==> config.mk <==
export PLATFORM = sky130hd
export DESIGN_NAME = demux_stream
export DESIGN_NICKNAME = d
export VERILOG_FILES = /design/src/rtl/demux_stream_pkg.sv /design/src/rtl/demux_slot.sv /design/src/rtl/demux_stream.sv
export SDC_FILE = /design/constraint.sdc
export NUM_CORES = 1
export LEC_CHECK = 0
export CORE_MARGIN = 8
export CORE_UTILIZATION = 44
export DETAILED_ROUTE_END_ITERATION = 8
export PLACE_DENSITY = 0.81
export SLEW_MARGIN = 20
export SYNTH_ARGS = -nofsm -noshare
export SYNTH_HDL_FRONTEND = slang
export SYNTH_SLANG_ARGS = --single-unit
==> constraint.sdc <==
create_clock -name clk -period 2.65 [get_ports clk]
set_clock_uncertainty 0.05 [all_clocks]
set_input_delay 0.3975 -clock clk [delete_from_list [all_inputs] [get_ports clk]]
set_output_delay 0.3975 -clock clk [all_outputs]
set_load 0.1 [all_outputs]
==> src/rtl/demux_stream_pkg.sv <==
// Shared defaults and helpers for the 1-to-NCH streaming demultiplexer.
package demux_stream_pkg;

    localparam int DEF_W   = 8;
    localparam int DEF_NCH = 4;

    // True when sel addresses an existing channel.
    function automatic logic sel_valid(input logic [31:0] sel, input logic [31:0] nch);
        return (sel < nch);
    endfunction

endpackage

==> src/rtl/demux_slot.sv <==
// One-entry registered slice with valid/ready handshake; push and pop may coincide.
module demux_slot #(
    parameter int W = 8
) (
    input  logic         clk,
    input  logic         rst_n,
    input  logic         push,
    input  logic [W-1:0] push_data,
    input  logic         pop_ready,
    output logic         valid,
    output logic [W-1:0] data,
    output logic         free
);

    logic         valid_d, valid_q;
    logic [W-1:0] data_d, data_q;

    // Next-state: a push wins over a pop; data is kept after a pop.
    always_comb begin
        valid_d = valid_q;
        data_d  = data_q;
        if (push) begin
            valid_d = 1'b1;
            data_d  = push_data;
        end else if (pop_ready) begin
            valid_d = 1'b0;
        end else begin
            valid_d = valid_q;
        end
    end

    // Slot state registers.
    always_ff @(posedge clk or negedge rst_n) begin
        if (!rst_n) begin
            valid_q <= 1'b0;
            data_q  <= {W{1'b0}};
        end else begin
            valid_q <= valid_d;
            data_q  <= data_d;
        end
    end

    assign valid = valid_q;
    assign data  = data_q;
    assign free  = !valid_q || pop_ready;

endmodule

==> src/rtl/demux_stream.sv <==
// Streaming 1-to-NCH demultiplexer: unicast by select, broadcast to all,
// sticky error on out-of-range select.
module demux_stream
    import demux_stream_pkg::*;
#(
    parameter int W   = DEF_W,
    parameter int NCH = DEF_NCH
) (
    input  logic                     clk,
    input  logic                     rst_n,
    input  logic                     en,
    input  logic                     in_valid,
    output logic                     in_ready,
    input  logic [W-1:0]             in_data,
    input  logic [$clog2(NCH)-1:0]   in_sel,
    input  logic                     in_bcast,
    output logic [NCH-1:0]           out_valid,
    input  logic [NCH-1:0]           out_ready,
    output logic [NCH*W-1:0]         out_data,
    output logic                     err
);

    localparam int SELW = $clog2(NCH);

    logic [NCH-1:0] free_s;
    logic [NCH-1:0] sel_hit_s;
    logic [NCH-1:0] push_s;
    logic           sel_ok_s;
    logic           in_ready_s;
    logic           xfer_s;
    logic           err_d, err_q;

    // Acceptance decision and push fan-out for the current input beat.
    always_comb begin
        sel_ok_s  = sel_valid(32'(in_sel), 32'(NCH));
        sel_hit_s = {NCH{1'b0}};
        for (int k = 0; k < NCH; k++) begin
            sel_hit_s[k] = (32'(in_sel) == 32'(k));
        end

        in_ready_s = 1'b0;
        if (!en) begin
            in_ready_s = 1'b0;
        end else if (in_bcast) begin
            in_ready_s = &free_s;
        end else if (sel_ok_s) begin
            in_ready_s = |(sel_hit_s & free_s);
        end else begin
            // Out-of-range beats are swallowed so the producer never stalls on them.
            in_ready_s = 1'b1;
        end

        xfer_s = in_valid && in_ready_s;
        push_s = {NCH{1'b0}};
        if (xfer_s) begin
            push_s = in_bcast ? {NCH{1'b1}} : sel_hit_s;
        end else begin
            push_s = {NCH{1'b0}};
        end

        err_d = err_q || (xfer_s && !in_bcast && !sel_ok_s);
    end

    // Sticky error flag, cleared only by reset.
    always_ff @(posedge clk or negedge rst_n) begin
        if (!rst_n) begin
            err_q <= 1'b0;
        end else begin
            err_q <= err_d;
        end
    end

    genvar g;
    generate
        for (g = 0; g < NCH; g++) begin : g_slot
            demux_slot #(.W(W)) u_slot (
                .clk       (clk),
                .rst_n     (rst_n),
                .push      (push_s[g]),
                .push_data (in_data),
                .pop_ready (out_ready[g]),
                .valid     (out_valid[g]),
                .data      (out_data[g*W +: W]),
                .free      (free_s[g])
            );
        end
    endgenerate

    assign in_ready = in_ready_s;
    assign err      = err_q;

endmodule

==> results of run 1 <==
sequential cells by signal (all words and copies together) (netlist names):
name,flops
g_slot.u_slot.data,32
g_slot.u_slot.valid,4
power by group through the flow:
| stage | sequential (mW) | combinational (mW) | clock [mW] |
|---|---|---|---|
| after detailed placement | 0.787 | 1.64 | 0 |
| after CTS | 0.781 | 1.64 | 0.541 |
| after floorplan | 1.77 | 0.296 | 0 |
| after global routing | 0.795 | 1.66 | 0.570 |
| after global placement | 0.780 | 1.62 | 0 |
| final | 0.777 | 1.63 | 0.525 |
cell families (layout without fill, tap and decap cells):
logic type	Yosys count	count (layout)
buf+inv	7	68
flops	36	36
simple gates	13	13
compound gates	10	10
mux	33	33
other cells	1	1
Yosys cell counts:
cell      instances  share of area
mux4_2            1          0.014
mux2_2           13          0.091
o211a_1           1         0.0062
nor2_1            1         0.0023
inv_1             1         0.0023
dfrtp_1          36           0.56
nand2b_1          2         0.0077
conb_1            1         0.0023
mux2_1            3          0.021
or2_2             1         0.0039
mux2_4           16           0.15
nand2_1           5          0.012
nand2b_4          4          0.034
buf_2             1         0.0031
o211ai_4          4          0.053
buf_4             5          0.023
a21oi_1           4          0.012
a41o_1            1         0.0062
path summary, 6_finish.rpt:
path | depth (start not counted) | slack (ns) | start | endpoint
worst max-delay path | 4 | 0.1 | in_sel[0] | in_ready
worst min-delay path | 1 | 0.14 | rst_n | g_slot[2].u_slot.data[4]
worst max register to register | 4 | 0.62 | g_slot[3].u_slot.valid | g_slot[1].u_slot.data[6]
worst min register to register | 1 | 0.45 | g_slot[1].u_slot.data[1] | g_slot[1].u_slot.data[1]
max in group asynchronous | 1 | 1.92 | rst_n | g_slot[1].u_slot.data[2]
min in group clk | 1 | 0.45 | g_slot[1].u_slot.data[1] | g_slot[1].u_slot.data[1]
per-stage QoR:
stage	power, mW	cells	hold WS, ns
5_1_grt	3.03	209	0.197
6_report	2.93	209	0.137
3_5_place_dp	2.43	201	0.443
3_3_place_gp	2.40	201	0.431
4_1_cts	2.96	209	0.152
2_1_floorplan	2.06	100	0.0519
routing by layer:
layer	track usage	share of wire	vias up
met1	0.142	0.39	519
met4	0.0654	0.019	0
li1	-	-	468
met5	0	0	-
met3	0.0625	0.070	6
met2	0.219	0.52	36
critical path, cell delays in order:
cell and delay, ns:
clkdlybuf4s50_1 0.57, mux4_2 0.67, o211a_1 0.29, buf_12 0.17
final cells by class:
class | instances | area [um^2]
Clock buffer | 7 | 96.3
Clock inverter | 1 | 30.0
Fill cell | 270 | 1330
Inverter | 1 | 3.75
Multi-Input combinational cell | 57 | 668
Sequential cell | 36 | 901
Tap cell | 48 | 60.1
Timing Repair Buffer | 59 | 520
==> flow_summary_export.csv, run 1 <==
group,metric,value,unit
status,status,"complete, no violations",
finish,diodes,0,
timing,post-route-min-period,2.55,ns
global_routing,grt_start_max_net_pins,37,
synthesis,netlist_area,1620,um^2
clock_network,cts_max_level,2,
synthesis,synthCells,100,
route,routed_wl,3.72,mm
route,dr.pass1.iters,4,
placed_design,dpl_cell_area,2150,um^2
timing,drv_slew,0,
placed_design,hpwl,2.82,mm
route,ant_nets,0,
placed_design,port_buffers,55,
min_path,hold_class,"input pin to async pin",
timing,rsz0062_at_grt,"false",
floorplanning,core_area,3610,um^2
synthesis,synth-simple-area-share,0.0596,
finish,layout-drive-gt1-share,0.553,
clock_network,tritoncts,"done",
global_routing,grt_pass1_wl,6.18,mm
timing,setup_tns,0,ns
global_routing,grt_usage,0.134,
synthesis,ys_warn_count,0,
floorplanning,die_y,76.6,um
power_and_ir_drop,combPwrFrac,0.555,
timing,slew_headroom,0.476,
route,drc,0,
timing,fmax,391,MHz
clock_network,numClockSinks,36,
timing,max_slew.worst_pin.slew,0.786,ns
global_routing,overflow,0,
power_and_ir_drop,switchingPower,1.53,mW
finish,mostFrequentLayoutCells,"38 x buf_4, 36 x dfrtp_1, 17 x clkdlybuf4s50_1",
finish,utilization,0.632,
timing,fin_ws,0.0954,ns
floorplanning,start_util,0.448,
clock_network,cts_root_buffer,"clkbuf_8",
power_and_ir_drop,pwr-share-seq,0.265,
synthesis,synthDistinctLibCells,18,
floorplanning,rows,22,
power_and_ir_drop,peakVddDrop,669,uV
clock_network,numCtsBuffers,5,
clock_network,cts_max_path_buffers,2,
finish,nets,179,
setup_path,required,2.20,ns
power_and_ir_drop,sw_frac_of_total,0.522,
clock_network,postCtsHoldBufs,0,
finish,final_area,2280,um^2
setup_path,critical_path_class,"input pin to primary output",
route,vias,1029,
clock_network,clk_pin_slew,0.07,ns
finish,syn2layout_area_growth,41.1,%
power_and_ir_drop,intPower,1.40,mW
clock_network,postCtsSetupRepairBufs,0,
global_routing,grt_pass1_vias,1191,
synthesis,synth_nets,119,
global_routing,antenna_found_initial,0,
placed_design,place_ws,0.0215,ns
floorplanning,die_w,76.6,um
floorplanning,design.die.area,5870,um^2
synthesis,synth_compound_area_frac,0.0775,
route,route.detailed.wl_per_inst,17.8,um
finish,layout_commonest_cell,"buf_4",
power_and_ir_drop,leakagePower,1.11,nW
placed_design,gp_congestion,0.793,
route,dr.first_iter.drc_count,30,
timing,setup_viol,0,
synthesis,seq_area_frac_synth,0.558,
clock_network,cts_resized,0,
synthesis,synth_top_family_by_area,"multiplexers",
synthesis,ys_ff_latch,36,
job,drv_cap,0,
setup_path,cp-end-kind,"primary output",
setup_path,startpoint_type,"input pin",
synthesis,synthAdderAreaFrac,0,
setup_path,crit_arrival,2.11,ns
synthesis,syn_avg_cell_area,16.2,um^2
timing,hold_viol_final,0,
timing,min_period_over_period,0.964,
setup_path,path_max_fanout,5,
synthesis,synthXorXnorAreaFrac,0,
power_and_ir_drop,clockPowerShare,0.179,
route,viasPerCell,4.92,
clock_network,clk_latency,0.29,ns
power_and_ir_drop,p_per_area,1280,nW/um^2
synthesis,synth_mux_area_frac,0.274,
floorplanning,num_io_pins,57,
Power figures use the tool's default switching activity.
==> run 2: changes to the inputs <==
--- a/config.mk
+++ b/config.mk
@@ -5,7 +5,7 @@
 export SDC_FILE = /design/constraint.sdc
 export NUM_CORES = 1
 export LEC_CHECK = 0
-export CORE_MARGIN = 8
+export CORE_ASPECT_RATIO = 0.9
 export CORE_UTILIZATION = 44
 export DETAILED_ROUTE_END_ITERATION = 8
 export PLACE_DENSITY = 0.81
==> flow_summary_export.csv, run 2 (synthesized netlist as in run 1, its figures left out) <==
group,metric,value,unit
status,status,"complete, no violations",
timing,setup_tns,0,ns
floorplanning,core_area,3450,um^2
min_path,holdPathStages,1,
route,dr.first_iter.drc_count,23,
min_path,hold_class,"register to register",
setup_path,required,2.20,ns
min_path,holdPathEnd,"g_slot[1].u_slot.data[0]",
floorplanning,design.die.area,3920,um^2
timing,rsz0062_at_grt,"false",
clock_network,cts_max_path_buffers,2,
setup_path,crit_slowest_cell,"mux4_2",
setup_path,cp_cell_sequence,"clkdlybuf4s50_1, mux4_2, o211a_1, buf_12",
floorplanning,start_util,0.468,
timing,setup_viol,0,
power_and_ir_drop,combPwrFrac,0.580,
clock_network,postCtsSetupRepairBufs,0,
floorplanning,die_w,65.9,um
power_and_ir_drop,p_per_area,1240,nW/um^2
floorplanning,num_io_pins,57,
power_and_ir_drop,finalPower,2.79,mW
clock_network,clk_pin_slew,0.07,ns
timing,fin_ws,0.112,ns
clock_network,numClockSinks,36,
finish,diodes,0,
global_routing,grt_usage,0.190,
global_routing,grt_start_max_net_pins,37,
setup_path,cp-end-kind,"primary output",
timing,min_period_over_period,0.958,
setup_path,reg2reg_depth,4,
placed_design,port_buffers,55,
finish,nets,181,
power_and_ir_drop,clockPowerShare,0.142,
clock_network,tritoncts,"done",
setup_path,crit_family,"buffers and inverters",
route,route.detailed.wl_per_inst,15.4,um
finish,mostFrequentLayoutCells,"41 x buf_4, 36 x dfrtp_1, 18 x clkdlybuf4s50_1",
power_and_ir_drop,peakVddDrop,990,uV
placed_design,gp_congestion,0.854,
power_and_ir_drop,leakagePower,1.10,nW
power_and_ir_drop,intPower,1.27,mW
route,viasPerCell,5.07,
placed_design,place_ws,0.0714,ns
timing,fmax,394,MHz
setup_path,path_max_fanout,5,
finish,layout-drive-gt1-share,0.552,
setup_path,reg2reg_to,"g_slot[1].u_slot.data[5]",
clock_network,cts_root_buffer,"clkbuf_8",
setup_path,crit_arrival,2.09,ns
setup_path,critPathMaxStageDelay,0.66,ns
route,drc,0,
finish,syn2layout_area_growth,39.2,%
setup_path,cp_num_buf_inv,2,
timing,drv_slew,0,
timing,post-route-min-period,2.54,ns
global_routing,antenna_found_initial,0,
floorplanning,rows,20,
route,routed_wl,3.20,mm
global_routing,grt_pass1_vias,1090,
setup_path,rr_startpoint,"g_slot[3].u_slot.valid",
floorplanning,die_y,59.5,um
power_and_ir_drop,switchingPower,1.52,mW
min_path,worst_hold_startpoint,"g_slot[1].u_slot.data[0]",
global_routing,grt_pass1_wl,5.27,mm
clock_network,postCtsHoldBufs,0,
setup_path,r2r_setup_slack,0.64,ns
power_and_ir_drop,pwr-share-seq,0.278,
setup_path,startpoint_type,"input pin",
setup_path,critical_path_class,"input pin to primary output",
clock_network,numCtsBuffers,5,
global_routing,overflow,0,
clock_network,cts_max_level,2,
job,drv_cap,0,
finish,layout_commonest_cell,"buf_4",
route,vias,1049,
timing,hold_viol_final,0,
clock_network,clk_latency,0.28,ns
power_and_ir_drop,sw_frac_of_total,0.543,
clock_network,cts_resized,0,
finish,largest_reg_flops,32,
route,dr.pass1.iters,4,
placed_design,hpwl,2.35,mm
route,ant_nets,0,
## run 2: cell types whose count changed in the layout (fill, tap and decap cells not counted)
cell	before	now
bufinv_16	1	0
clkdlybuf4s50_1	17	18
clkinv_2	0	2
clkbuf_8	7	6
buf_4	38	41
buf_2	1	0
buf_12	3	2
## run 2: power by group through the flow
stage,registers [mW],clock network (mW),logic (mW)
4_1_cts,0.778,0.410,1.63
3_3_place_gp,0.783,0,1.61
3_5_place_dp,0.784,0,1.63
2_1_floorplan,1.77,0,0.296
5_1_grt,0.795,0.447,1.66
6_report,0.776,0.397,1.62
## run 2: area by class of cell
| type | instances | area [um^2] |
|---|---|---|
| Clock buffer | 6 | 82.6 |
| Clock inverter | 2 | 10.0 |
| Fill cell | 264 | 1200 |
| Inverter | 1 | 3.75 |
| Multi-Input combinational cell | 57 | 668 |
| Sequential cell | 36 | 901 |
| Tap cell | 44 | 55.1 |
| Timing Repair Buffer | 61 | 528 |
## run 2: worst max-delay path by stage
stage               cells after the start                       end  startpoint  slack [ns]
finish                                  4                  in_ready   in_sel[0]        0.11
global route                            4                  in_ready   in_sel[0]        0.06
CTS                                     4                  in_ready   in_sel[0]        0.11
detailed placement                      4  g_slot[1].u_slot.data[3]   in_sel[0]        0.07
global placement                        4  g_slot[1].u_slot.data[7]   in_sel[0]        0.11
floorplan                               4                  in_ready    in_bcast        0.41
## run 2: metrics by stage
stage / std cells / util / hold WS (ns) / cell area (um^2)
6_report: 207 / 0.651 / 0.452 / 2250
4_1_cts: 207 / 0.651 / 0.455 / 2250
3_5_place_dp: 199 / 0.624 / 0.434 / 2160
5_1_grt: 207 / 0.651 / 0.479 / 2250
3_3_place_gp: 199 / 0.624 / 0.438 / 2160
2_1_floorplan: 100 / - / 0.0519 / 1620
## run 2: layer usage
layer / up-vias / share of wire / track usage
met5: - / 0 / 0
met4: 0 / 0.0069 / 0.0714
met3: 4 / 0.099 / 0.0865
met2: 57 / 0.46 / 0.287
met1: 512 / 0.43 / 0.239
li1: 476 / - / -
